$ cat src/rtl/stream_demux_n_bit.sv
// 1-to-2 stream demultiplexer: one registered slot per channel, routed by
// control, with a per-channel wrap-around count of words delivered.
module stream_demux_n_bit #(
  parameter int N  = 32,
  parameter int CW = 8
) (
  input  logic          clk,
  input  logic          reset,
  input  logic [N-1:0]  in_data,
  input  logic          in_valid,
  input  logic          control,
  output logic          in_ready,
  output logic [N-1:0]  out0_data,
  output logic [N-1:0]  out1_data,
  output logic          out0_valid,
  output logic          out1_valid,
  input  logic          out0_ready,
  input  logic          out1_ready,
  output logic [CW-1:0] cnt0,
  output logic [CW-1:0] cnt1
);

  logic [1:0][N-1:0]  data_q, data_d;
  logic [1:0]         valid_q, valid_d;
  logic [1:0][CW-1:0] cnt_q, cnt_d;
  logic [1:0]         out_ready;
  logic [1:0]         drain;
  logic [1:0]         load;
  logic               accept;

  always_comb begin
    out_ready = {out1_ready, out0_ready};
    drain     = valid_q & out_ready;
    // Only the selected slot gates acceptance; a draining slot frees itself this edge.
    in_ready  = ~valid_q[control] | out_ready[control];
    accept    = in_valid & in_ready;
    load      = {accept & control, accept & ~control};
    data_d    = data_q;
    valid_d   = valid_q;
    cnt_d     = cnt_q;
    for (int unsigned k = 0; k < 2; k++) begin
      if (drain[k]) begin
        valid_d[k] = 1'b0;
        cnt_d[k]   = cnt_q[k] + CW'(1);
      end
      if (load[k]) begin
        data_d[k]  = in_data;
        valid_d[k] = 1'b1;
      end
    end
  end

  always_ff @(posedge clk or posedge reset) begin
    if (reset) begin
      data_q  <= '0;
      valid_q <= '0;
      cnt_q   <= '0;
    end else begin
      data_q  <= data_d;
      valid_q <= valid_d;
      cnt_q   <= cnt_d;
    end
  end

  assign out0_data  = data_q[0];
  assign out1_data  = data_q[1];
  assign out0_valid = valid_q[0];
  assign out1_valid = valid_q[1];
  assign cnt0       = cnt_q[0];
  assign cnt1       = cnt_q[1];

endmodule

$ cat config.mk
export PLATFORM = sky130hd
export DESIGN_NAME = stream_demux_n_bit
export DESIGN_NICKNAME = d
export VERILOG_FILES = /design/src/rtl/stream_demux_n_bit.sv
export SDC_FILE = /design/constraint.sdc
export NUM_CORES = 1
export LEC_CHECK = 0
export ABC_CLOCK_PERIOD_IN_PS = 2900
export BUFFER_PORTS_ARGS = -buffer_cell sky130_fd_sc_hd__buf_2
export CAP_MARGIN = 15
export CORE_MARGIN = 2
export CORE_UTILIZATION = 49
export DETAILED_ROUTE_END_ITERATION = 12
export GPL_TIMING_DRIVEN = 0
export HOLD_SLACK_MARGIN = 0.15
export PLACE_DENSITY = 0.8
export SYNTH_ARGS = -nofsm -noshare
export SYNTH_HDL_FRONTEND = slang
export SYNTH_SLANG_ARGS = --single-unit
$ cat constraint.sdc
create_clock -name clk -period 2.9 [get_ports clk]
set_input_delay 0 -clock clk [delete_from_list [all_inputs] [get_ports clk]]
set_output_delay 0 -clock clk [all_outputs]
set_load 0.01 [all_outputs]
==> flow_metrics.env, run 1 <==
export IMPL_grt_pass1_vias=2277
export IMPL_grt_first_pass_wirelength_um=11000
export IMPL_timing_critical_path_slowest_stage_cell="sky130_fd_sc_hd__dfrtp_1"
export IMPL_place_port_buffers=120
export IMPL_grt_setup_unrepaired="false"
export IMPL_required_time_reported_for_the_critical_path_endpoint_ps=3110
export IMPL_detail_route_first_pass_iterations=4
export IMPL_fp_dieH_um=86.5
export IMPL_cts_tree="yes"
export IMPL_synth_area_leaders="sky130_fd_sc_hd__dfrtp_1 62%, sky130_fd_sc_hd__mux2_4 14%, sky130_fd_sc_hd__mux2_2 12%"
export IMPL_crit_path_cell_trace="nand2b_4, nor2b_4, buf_6, buf_12, mux2_4"
export IMPL_power_density_nw_per_um2=691
export IMPL_max_capacitance_violation_count=0
export IMPL_resized_cells_post_cts=0
export IMPL_ant_nets=0
export IMPL_final_core_utilization_pct=69.1
export IMPL_rows=30
export IMPL_first_iter_violations=37
export IMPL_fin_area_um2=4610
export IMPL_endpoint_arrival_time_on_the_critical_path_ps=1640
export IMPL_finalHoldViolCount=0
export IMPL_status="finished, final reports clean"
export IMPL_place_area_um2=4060
export IMPL_clock_latency_ps=340
export IMPL_critical_path_startpoint_type="flop"
export IMPL_finalCritPeriodShare_pct=49.2
export IMPL_post_route_cells_drive_above_1_share_pct=56.6
export IMPL_min_path_type="input pin to async pin"
export IMPL_detailroute_via_count=2240
export IMPL_r2r_cells=5
export IMPL_report_final_slew_viol_count=0
export IMPL_synth_warnings=0
export IMPL_die_area_um2=7480
export IMPL_clk_sinks=82
export IMPL_synth_cell_types=23
export IMPL_final_nets=412
export IMPL_ir_worst_vdd_v=0.000412
export IMPL_synth_largest_type_area_fraction_pct=61.5
export IMPL_clockBufferDepth=2
export IMPL_fmax_ghz=0.700
export IMPL_critical_path_endpoint_category="flop"
export IMPL_h_tree_level_count=3
export IMPL_regToRegStartpoint="valid_q[1]$_DFFE_PP0P_"
export IMPL_timing_worst_setup_path_type="flop to flop"
export IMPL_power_leakage_nw=2.32
export IMPL_cts_buffers=9
export IMPL_final_min_clock_period_ps=1430
export IMPL_postRouteWirelength_um=6800
export IMPL_largest_net_degree_at_the_start_of_global_routing=44
export IMPL_seq_area_frac_synth_pct=61.5
export IMPL_worst_r2r_setup_slack_ps=1470
export IMPL_synth_top_flop_cell="sky130_fd_sc_hd__dfrtp_1"
export IMPL_area_growth_synth_to_final_pct=38.3
export IMPL_async_flop_share_pct=100
export IMPL_critical_path_peak_fanout=10
export IMPL_synth_area_um2=3340
export IMPL_count_of_flip_flops_with_a_built_in_enable_after_synthesis=0
export IMPL_gate_count_after_technology_mapping=203
export IMPL_cts_root_buffer="sky130_fd_sc_hd__clkbuf_8"
export IMPL_timing_final_setup_violations=0
export IMPL_timing_critical_path_slowest_cell_delay_ps=450
export IMPL_io_pin_count=121
export IMPL_path_clk_slew_ps=90
export IMPL_grt_util_all_layers_pct=18.9
export IMPL_yosys_area_top_type="sky130_fd_sc_hd__dfrtp_1"
export IMPL_drc=0
export IMPL_worst_r2r_endpoint="out1_data[15]$_DFFE_PP0P_"
export IMPL_gp_congestion=0.805
export IMPL_cts_repair_timing_setup_buffer_count=0
export IMPL_antenna_cells=0
export IMPL_synth_seq_cells=82
export IMPL_die_x_um=86.5
export IMPL_core_area_um2=6680
export IMPL_post_dp_hpwl_um=4400
export IMPL_grt_antenna_before_repair=0
export IMPL_post_drt_wl_per_cell_um=14.9
export IMPL_relSlewSlack_pct=66.5
export IMPL_finClkSkew_ps=15.8
export IMPL_worst_hold_margin_ps=245
export IMPL_synth_fp_nets=243
export IMPL_synthesis_area_per_instance_um2=16.4
export IMPL_floorplan_initialDensity_pct=49.9
export IMPL_tightest_slew_ps=502
export IMPL_vias_per_cell=4.91
export IMPL_postCtsHoldBufs=37
export IMPL_grt_overflow_total=0
==> area by class of cell <==
class                           count  area [µm²]
Inverter                            1        6.26
Tap cell                           80         100
Fill cell                         488        2070
Timing Repair Buffer              158         991
Clock inverter                      3        40.0
Buffer                              8        98.8
Multi-Input combinational cell    112        1180
Sequential cell                    82        2050
Clock buffer                       12         145
==> synth_stat cells, types with 2 or more instances <==
library cell and number:
sky130_fd_sc_hd__nand2_1 10, sky130_fd_sc_hd__nor2_1 3, sky130_fd_sc_hd__buf_4 3, sky130_fd_sc_hd__nor3_1 2, sky130_fd_sc_hd__mux2_2 37, sky130_fd_sc_hd__xor2_1 7
sky130_fd_sc_hd__and3_1 2, sky130_fd_sc_hd__mux2_4 30, sky130_fd_sc_hd__nand3_1 2, sky130_fd_sc_hd__xnor2_1 7, sky130_fd_sc_hd__buf_12 3, sky130_fd_sc_hd__dfrtp_1 82
sky130_fd_sc_hd__ha_1 2, sky130_fd_sc_hd__nand4_1 4
==> state kept, by name (all words and copies together), names as in the netlist <==
| register | cells |
|---|---|
| cnt0 | 8 |
| cnt1 | 8 |
| out0_data | 32 |
| out1_data | 32 |
| valid_q | 2 |
==> placed cells by master (no fill, tap or decap), drive strengths merged <==
master,netlist,final
nor2,3,3
and3,2,2
bufinv,0,1
nor3,2,2
dlygate4sd3,0,37
nand2,10,10
ha,2,2
buf,8,129
nand3b,1,1
dfrtp,82,82
nand4,4,4
mux2,67,67
nor2b,1,1
xor2,7,7
and4,1,1
clkbuf,0,12
and2,1,1
inv,1,1
nand3,2,2
nand2b,2,2
clkinv,0,2
xnor2,7,7
==> cell families (layout without fill, tap and decap cells) <==
family / Yosys count / count (layout) / share of synthesized area, %
xor gates and xnor gates: 14 / 14 / 3.68
adders and majority gates: 2 / 2 / 0.750
buffers and inverters: 9 / 182 / 3.08
DFF: 82 / 82 / 61.5
muxes: 67 / 67 / 26.0
and+or+nand+nor: 29 / 29 / 4.99
==> how the worst max path moves through the flow <==
stage                                 startpoint                         to  slack (ps)
after floorplan                            reset        cnt0[0]$_DFFE_PP0P_         790
after global placement                     reset   out0_data[9]$_DFFE_PP0P_        -120
after detailed placement  valid_q[1]$_DFFE_PP0P_  out1_data[10]$_DFFE_PP0P_        1500
after CTS                 valid_q[1]$_DFFE_PP0P_   out1_data[9]$_DFFE_PP0P_        1470
after global routing      valid_q[1]$_DFFE_PP0P_  out1_data[15]$_DFFE_PP0P_        1420
final                     valid_q[1]$_DFFE_PP0P_  out1_data[15]$_DFFE_PP0P_        1470
==> per-layer routing <==
| layer | vias up | part of all wire (%) | GRT usage [%] |
|---|---|---|---|
| li1 | 1040 | - | - |
| met1 | 1121 | 44 | 24.8 |
| met2 | 70 | 50 | 31.2 |
| met5 | - | 0 | 0 |
| met3 | 9 | 5.0 | 4.29 |
| met4 | 0 | 0.96 | 6.39 |
==> power by group <==
part / switching, mW / internal [mW]
registers: 0.173 / 1.38
clock network: 0.377 / 0.415
logic: 0.374 / 0.469
total: 0.925 / 2.26
==> metrics by stage <==
stage	std cells	power [mW]	TNS, ps	setup slack (ps)
6_report	456	3.19	0	1470
5_1_grt	456	3.37	0	1420
4_1_cts	456	3.22	0	1470
3_5_place_dp	404	2.38	0	1500
3_3_place_gp	403	2.34	-9270	-117
2_1_floorplan	203	2.02	0	792
==> critical path: cells and delay by family (launching register included) <==
family                 cells  cell delay (ps)
buffers and inverters      2              290
DFF                        1              450
muxes                      1              310
and+or+nand+nor            2              250
Note: power is estimated with default switching activity, not from simulation.
==> run 2: changes to the inputs <==
ABC_AREA = 1   (was not set)
ABC_CLOCK_PERIOD_IN_PS = 1400   (was 2900)
CORE_UTILIZATION = 50   (was 49)
PLACE_DENSITY = 0.81   (was 0.8)
clock period = 1.4 ns   (was 2.9 ns; I/O delays follow)
==> flow_metrics.env, run 2 <==
export IMPL_place_detailed_instances=549
export IMPL_critical_path_peak_fanout=10
export IMPL_final_core_utilization_pct=70.3
export IMPL_timing_final_setup_violations=0
export IMPL_detailroute_via_count=2857
export IMPL_worst_hold_margin_ps=183
export IMPL_netlist_top_cells_count="98 x sky130_fd_sc_hd__nand2_1, 82 x sky130_fd_sc_hd__dfrtp_1, 50 x sky130_fd_sc_hd__inv_1"
export IMPL_multi_input_gate_area_in_the_final_layout_um2=1090
export IMPL_vias_per_cell=4.77
export IMPL_h_tree_level_count=3
export IMPL_grt_setup_unrepaired="false"
export IMPL_regArea_um2=2050
export IMPL_clk_sinks=82
export IMPL_synth_fa_ha_area_share_pct=0.719
export IMPL_finalCritPeriodShare_pct=93.2
export IMPL_path_clk_slew_ps=80
export IMPL_total_power_mw=6.58
export IMPL_async_flop_share_pct=100
export IMPL_cts_repair_timing_setup_buffer_count=0
export IMPL_grt_first_pass_wirelength_um=13000
export IMPL_count_of_flip_flops_with_a_built_in_enable_after_synthesis=0
export IMPL_fp_dieH_um=87.5
export IMPL_ant_nets=0
export IMPL_finalHoldViolCount=0
export IMPL_post_dp_hpwl_um=5500
export IMPL_r2r_cells=4
export IMPL_synthesis_area_per_instance_um2=10.0
export IMPL_layout_common_cells="120 x sky130_fd_sc_hd__buf_2, 98 x sky130_fd_sc_hd__nand2_1, 82 x sky130_fd_sc_hd__dfrtp_1"
export IMPL_cts_root_buffer="sky130_fd_sc_hd__clkbuf_8"
export IMPL_resized_cells_post_cts=0
export IMPL_worst_r2r_setup_slack_ps=100
export IMPL_power_leakage_nw=2.62
export IMPL_synth_area_leaders="sky130_fd_sc_hd__dfrtp_1 59%, sky130_fd_sc_hd__o21ai_2 11%, sky130_fd_sc_hd__nand2_1 11%"
export IMPL_die_x_um=87.5
export IMPL_cts_buffers=9
export IMPL_switching_power_mw=2.13
export IMPL_core_area_um2=6760
export IMPL_required_time_reported_for_the_critical_path_endpoint_ps=1600
export IMPL_synth_top_flop_cell="sky130_fd_sc_hd__dfrtp_1"
export IMPL_floorplan_initialDensity_pct=51.5
export IMPL_clock_latency_ps=340
export IMPL_die_area_um2=7650
export IMPL_yosys_area_top_type="sky130_fd_sc_hd__dfrtp_1"
export IMPL_final_min_clock_period_ps=1300
export IMPL_status="finished, final reports clean"
export IMPL_postRouteWirelength_um=8130
export IMPL_synth_warnings=0
export IMPL_num_fill_cells=515
export IMPL_power_density_nw_per_um2=1390
export IMPL_min_path_type="input pin to flop"
export IMPL_worst_hold_path_endpoint="out0_data[27]$_DFFE_PP0P_"
export IMPL_synth_seq_cells=82
export IMPL_grt_util_all_layers_pct=22.0
export IMPL_regToRegStartpoint="valid_q[1]$_DFFE_PP0P_"
export IMPL_p_seq_share_pct=48.1
export IMPL_relSlewSlack_pct=39.1
export IMPL_post_drt_wl_per_cell_um=13.6
export IMPL_synth_top_family_by_area="simple AND/OR/NAND/NOR gates"
export IMPL_synth_compound_gate_area_share_pct=14.1
export IMPL_yosys_area_share_xor_xnor_pct=1.26
export IMPL_combinational_cell_fraction_of_total_power_pct=26.5
export IMPL_fin_setup_tns_ps=0
export IMPL_internal_power_mw=4.46
export IMPL_synth_cell_types=23
export IMPL_finClkSkew_ps=10.0
export IMPL_whs_path_depth=5
export IMPL_grt_overflow_total=0
export IMPL_synth_largest_type_area_fraction_pct=58.9
export IMPL_cts_tree="yes"
export IMPL_timing_final_ws_setup_ps=95.0
export IMPL_place_area_um2=4210
export IMPL_report_final_slew_viol_count=0
export IMPL_place_port_buffers=120
export IMPL_io_pin_count=121
export IMPL_tightest_slew_ps=911
export IMPL_worst_r2r_endpoint="out1_data[3]$_DFFE_PP0P_"
export IMPL_antenna_cells=0
export IMPL_detail_route_first_pass_iterations=4
export IMPL_netSwitchingFraction_pct=32.3
export IMPL_timing_critical_path_slowest_stage_cell="sky130_fd_sc_hd__dfrtp_1"
export IMPL_yosys_cell_count_top_type="sky130_fd_sc_hd__nand2_1"
export IMPL_min_delay_start="in_valid"
export IMPL_synth_area_um2=3480
export IMPL_timing_critical_path_slowest_cell_delay_ps=430
export IMPL_dp_slack_ps=115
export IMPL_critical_path_endpoint_category="flop"
export IMPL_drc=0
export IMPL_rows=30
export IMPL_gp_congestion=0.779
export IMPL_clockBufferDepth=2
export IMPL_post_route_cells_drive_above_1_share_pct=38.3
export IMPL_grt_antenna_before_repair=0
export IMPL_fin_area_um2=4750
export IMPL_crit_path_cell_trace="nand2_2, nand3_1, clkbuf_1, o21ai_0"
export IMPL_fmax_ghz=0.766
export IMPL_critical_path_startpoint_type="flop"
export IMPL_final_nets=555
export IMPL_first_iter_violations=100
export IMPL_post_layout_nonfiller_instances=599
export IMPL_seq_area_frac_synth_pct=58.9
export IMPL_synth_mux_area_share_pct=0.323
export IMPL_timing_worst_setup_path_type="flop to flop"
export IMPL_area_growth_synth_to_final_pct=36.4
export IMPL_endpoint_arrival_time_on_the_critical_path_ps=1500
export IMPL_synth_fp_nets=388
export IMPL_yosys_area_share_simple_pct=15.0
export IMPL_gate_count_after_technology_mapping=348
export IMPL_layout_cells_most_common="sky130_fd_sc_hd__buf_2"
export IMPL_ir_worst_vdd_v=0.000760
export IMPL_largest_net_degree_at_the_start_of_global_routing=43
export IMPL_max_capacitance_violation_count=0
export IMPL_clock_power_share_pct=25.4
export IMPL_grt_pass1_vias=2865
[run 2: what timing repair did]
action / 4_1_cts / 5_1_grt
endpoints found under the hold margin: 120 / 0
hold buffers: 35 / 0
setup endpoints to repair: 0 / 0
[run 2: worst max path at each step]
stage / startpoint / end / slack (ps)
2_1_floorplan: valid_q[1]$_DFFE_PP0P_ / out1_data[0]$_DFFE_PP0P_ / 270
3_3_place_gp: reset / out0_data[30]$_DFFE_PP0P_ / -90
3_5_place_dp: valid_q[1]$_DFFE_PP0P_ / out1_data[2]$_DFFE_PP0P_ / 120
4_1_cts: valid_q[1]$_DFFE_PP0P_ / out1_data[2]$_DFFE_PP0P_ / 120
5_1_grt: valid_q[1]$_DFFE_PP0P_ / out1_data[6]$_DFFE_PP0P_ / 20
6_report: valid_q[1]$_DFFE_PP0P_ / out1_data[3]$_DFFE_PP0P_ / 100
[run 2: kinds of logic after synthesis]
logic type | after synthesis
AO/OA/AOI/OAI | 65
XOR/XNOR | 5
adder cells (fa/ha/maj) | 2
buffers and inverters | 65
flip-flops | 82
multiplexers | 1
AND/OR/NAND/NOR | 128
[run 2: area by class of cell]
class,count,area share (%)
flip-flops and latches,82,43.2
well taps,80,2.11
clock inverters,5,1.16
clock buffers,10,2.90
multi-input cells,201,23.1
repair buffers,156,20.4
inverters,51,4.11
plain buffers,14,3.03
[run 2: worst max-delay path: cells and delay by family, from the launching register on]
family	cells	cell delay, ps
compound gates	1	170
buf+inv	1	370
flops	1	430
simple gates	2	190
[run 2: per-layer routing]
layer | GRT usage, % | up-vias | part of all wire, %
met4 | 11.2 | 0 | 2.5
li1 | - | 1418 | -
met1 | 26.9 | 1336 | 43
met5 | 0 | - | 0
met2 | 36.9 | 85 | 51
met3 | 4.17 | 18 | 4.2
[run 2: power groups by stage]
| stage | Combinational (mW) | Sequential (mW) | Clock, mW |
|---|---|---|---|
| floorplan | 0.750 | 3.40 | 0 |
| global placement | 1.62 | 3.18 | 0 |
| detailed placement | 1.69 | 3.19 | 0 |
| CTS | 1.77 | 3.16 | 1.72 |
| global route | 1.93 | 3.23 | 1.82 |
| finish | 1.75 | 3.17 | 1.67 |
==> run 3: changes to the inputs <==
RECOVER_POWER = 50   (was not set)
==> flow_metrics.env, run 3 (same netlist as run 2, synthesis figures left out) <==
export IMPL_worst_r2r_setup_slack_ps=100
export IMPL_clk_sinks=82
export IMPL_timing_critical_path_slowest_cell_delay_ps=430
export IMPL_power_density_nw_per_um2=1390
export IMPL_place_area_um2=4210
export IMPL_timing_critical_path_max_delay_family="flip-flops"
export IMPL_timing_critical_path_from="valid_q[1]$_DFFE_PP0P_"
export IMPL_finalCritPeriodShare_pct=92.8
export IMPL_timing_final_ws_setup_ps=101
export IMPL_fp_dieH_um=87.5
export IMPL_globalRoute_busiestLayer="met2"
export IMPL_fin_area_um2=4650
export IMPL_first_iter_violations=112
export IMPL_fmax_ghz=0.770
export IMPL_vias_per_cell=4.74
export IMPL_place_port_buffers=120
export IMPL_gr_usage_met2_pct=36.9
export IMPL_endpoint_arrival_time_on_the_critical_path_ps=1490
export IMPL_timing_final_setup_violations=0
export IMPL_rows=30
export IMPL_min_path_type="input pin to flop"
export IMPL_grt_antenna_before_repair=0
export IMPL_antenna_cells=0
export IMPL_worst_r2r_endpoint="out1_data[3]$_DFFE_PP0P_"
export IMPL_largest_net_degree_at_the_start_of_global_routing=43
export IMPL_post_drt_wl_per_cell_um=13.7
export IMPL_io_pin_count=121
export IMPL_grt_setup_unrepaired="false"
export IMPL_final_nets=555
export IMPL_path_clk_slew_ps=80
export IMPL_regToRegStartpoint="valid_q[1]$_DFFE_PP0P_"
export IMPL_final_core_utilization_pct=68.8
export IMPL_clockBufferDepth=2
export IMPL_worst_path_buf_inv=1
export IMPL_gp_congestion=0.779
export IMPL_detailroute_via_count=2842
export IMPL_critical_path_endpoint_category="flop"
export IMPL_grt_util_all_layers_pct=22.0
export IMPL_max_capacitance_violation_count=0
export IMPL_post_route_cells_drive_above_1_share_pct=22.4
export IMPL_crit_path_cell_trace="nand2_2, nand3_1, clkbuf_1, o21ai_0"
export IMPL_cts_root_buffer="sky130_fd_sc_hd__clkbuf_8"
export IMPL_tightest_slew_ps=919
export IMPL_relSlewSlack_pct=38.6
export IMPL_die_area_um2=7650
export IMPL_dp_slack_ps=115
export IMPL_grt_met1_usage_pct=26.9
export IMPL_critical_path_peak_fanout=10
export IMPL_fin_setup_tns_ps=0
export IMPL_finalHoldViolCount=0
export IMPL_total_power_mw=6.48
export IMPL_die_x_um=87.5
export IMPL_worst_hold_margin_ps=184
export IMPL_ir_worst_vdd_v=0.000712
export IMPL_r2r_cells=4
export IMPL_clock_latency_ps=340
export IMPL_final_min_clock_period_ps=1300
export IMPL_report_final_slew_viol_count=0
export IMPL_post_dp_hpwl_um=5500
export IMPL_grt_first_pass_wirelength_um=13000
export IMPL_status="finished, final reports clean"
export IMPL_grt_overflow_total=0
export IMPL_cp_endpoint="out1_data[3]$_DFFE_PP0P_"
export IMPL_cts_buffers=9
export IMPL_drc=0
export IMPL_core_area_um2=6760
export IMPL_timing_worst_setup_path_type="flop to flop"
export IMPL_required_time_reported_for_the_critical_path_endpoint_ps=1600
export IMPL_post_layout_nonfiller_instances=599
export IMPL_floorplan_initialDensity_pct=51.5
export IMPL_path_depth=4
export IMPL_postRouteWirelength_um=8180
export IMPL_area_growth_synth_to_final_pct=33.4
export IMPL_timing_critical_path_slowest_stage_cell="sky130_fd_sc_hd__dfrtp_1"
export IMPL_finClkSkew_ps=9.25
export IMPL_critical_path_startpoint_type="flop"
export IMPL_place_detailed_instances=549
export IMPL_layout_cells_most_common="sky130_fd_sc_hd__nand2_1"
export IMPL_detail_route_first_pass_iterations=6
export IMPL_grt_pass1_vias=2865
export IMPL_cts_tree="yes"
export IMPL_h_tree_level_count=3
export IMPL_layout_common_cells="98 x sky130_fd_sc_hd__nand2_1, 84 x sky130_fd_sc_hd__clkbuf_1, 82 x sky130_fd_sc_hd__dfrtp_1"
export IMPL_groute_layer_met3_usage_pct=4.17
export IMPL_ant_nets=0
export IMPL_power_leakage_nw=2.35
-- run 3: changes by cell type in the layout (fill, tap and decap cells not counted) --
cell,before,now
sky130_fd_sc_hd__buf_2,120,37
sky130_fd_sc_hd__clkbuf_1,1,84
-- run 3: report_power, final --
| part | switching (mW) | total, mW | internal, mW |
|---|---|---|---|
| logic | 0.971 | 1.62 | 0.651 |
| registers | 0.358 | 3.18 | 2.82 |
| clock network | 0.814 | 1.67 | 0.857 |
-- run 3: worst min-delay path: cells and delay by family --
family                 cells  cell delay, ps
buffers and inverters      2             260
and+or+nand+nor            2             170
AOI/OAI and AO/OA          1              50
-- run 3: worst min path at each step --
stage	start	endpoint	slack, ps	cells after the start
floorplan	control	in_ready	110	1
global placement	in_data[4]	out0_data[4]$_DFFE_PP0P_	260	3
detailed placement	reset	out0_data[12]$_DFFE_PP0P_	220	2
CTS	in_valid	out0_data[27]$_DFFE_PP0P_	170	5
global route	in_valid	out0_data[29]$_DFFE_PP0P_	200	5
finish	in_valid	out0_data[27]$_DFFE_PP0P_	180	5
-- run 3: area by class of cell --
cell class	count	area, µm²
buffer	14	144
clock buffer	10	138
clock inverter	5	55.1
fill	572	2110
inverter	51	195
multi-input combinational	201	1090
sequential	82	2050
tap	80	100
timing repair buffer	156	867
-- run 3: routing by layer --
layer	vias up	part of all wire (%)
li1	1420	-
met1	1317	43
met2	85	50
met3	20	4.3
met4	0	2.6
met5	-	0
-- run 3: timing repair --
action                                  CTS  global route
resized for setup                         0             0
hold buffers                             35             0
endpoints found under the setup margin    0             0
endpoints found under the hold margin   120             0
setup buffers                             0             0
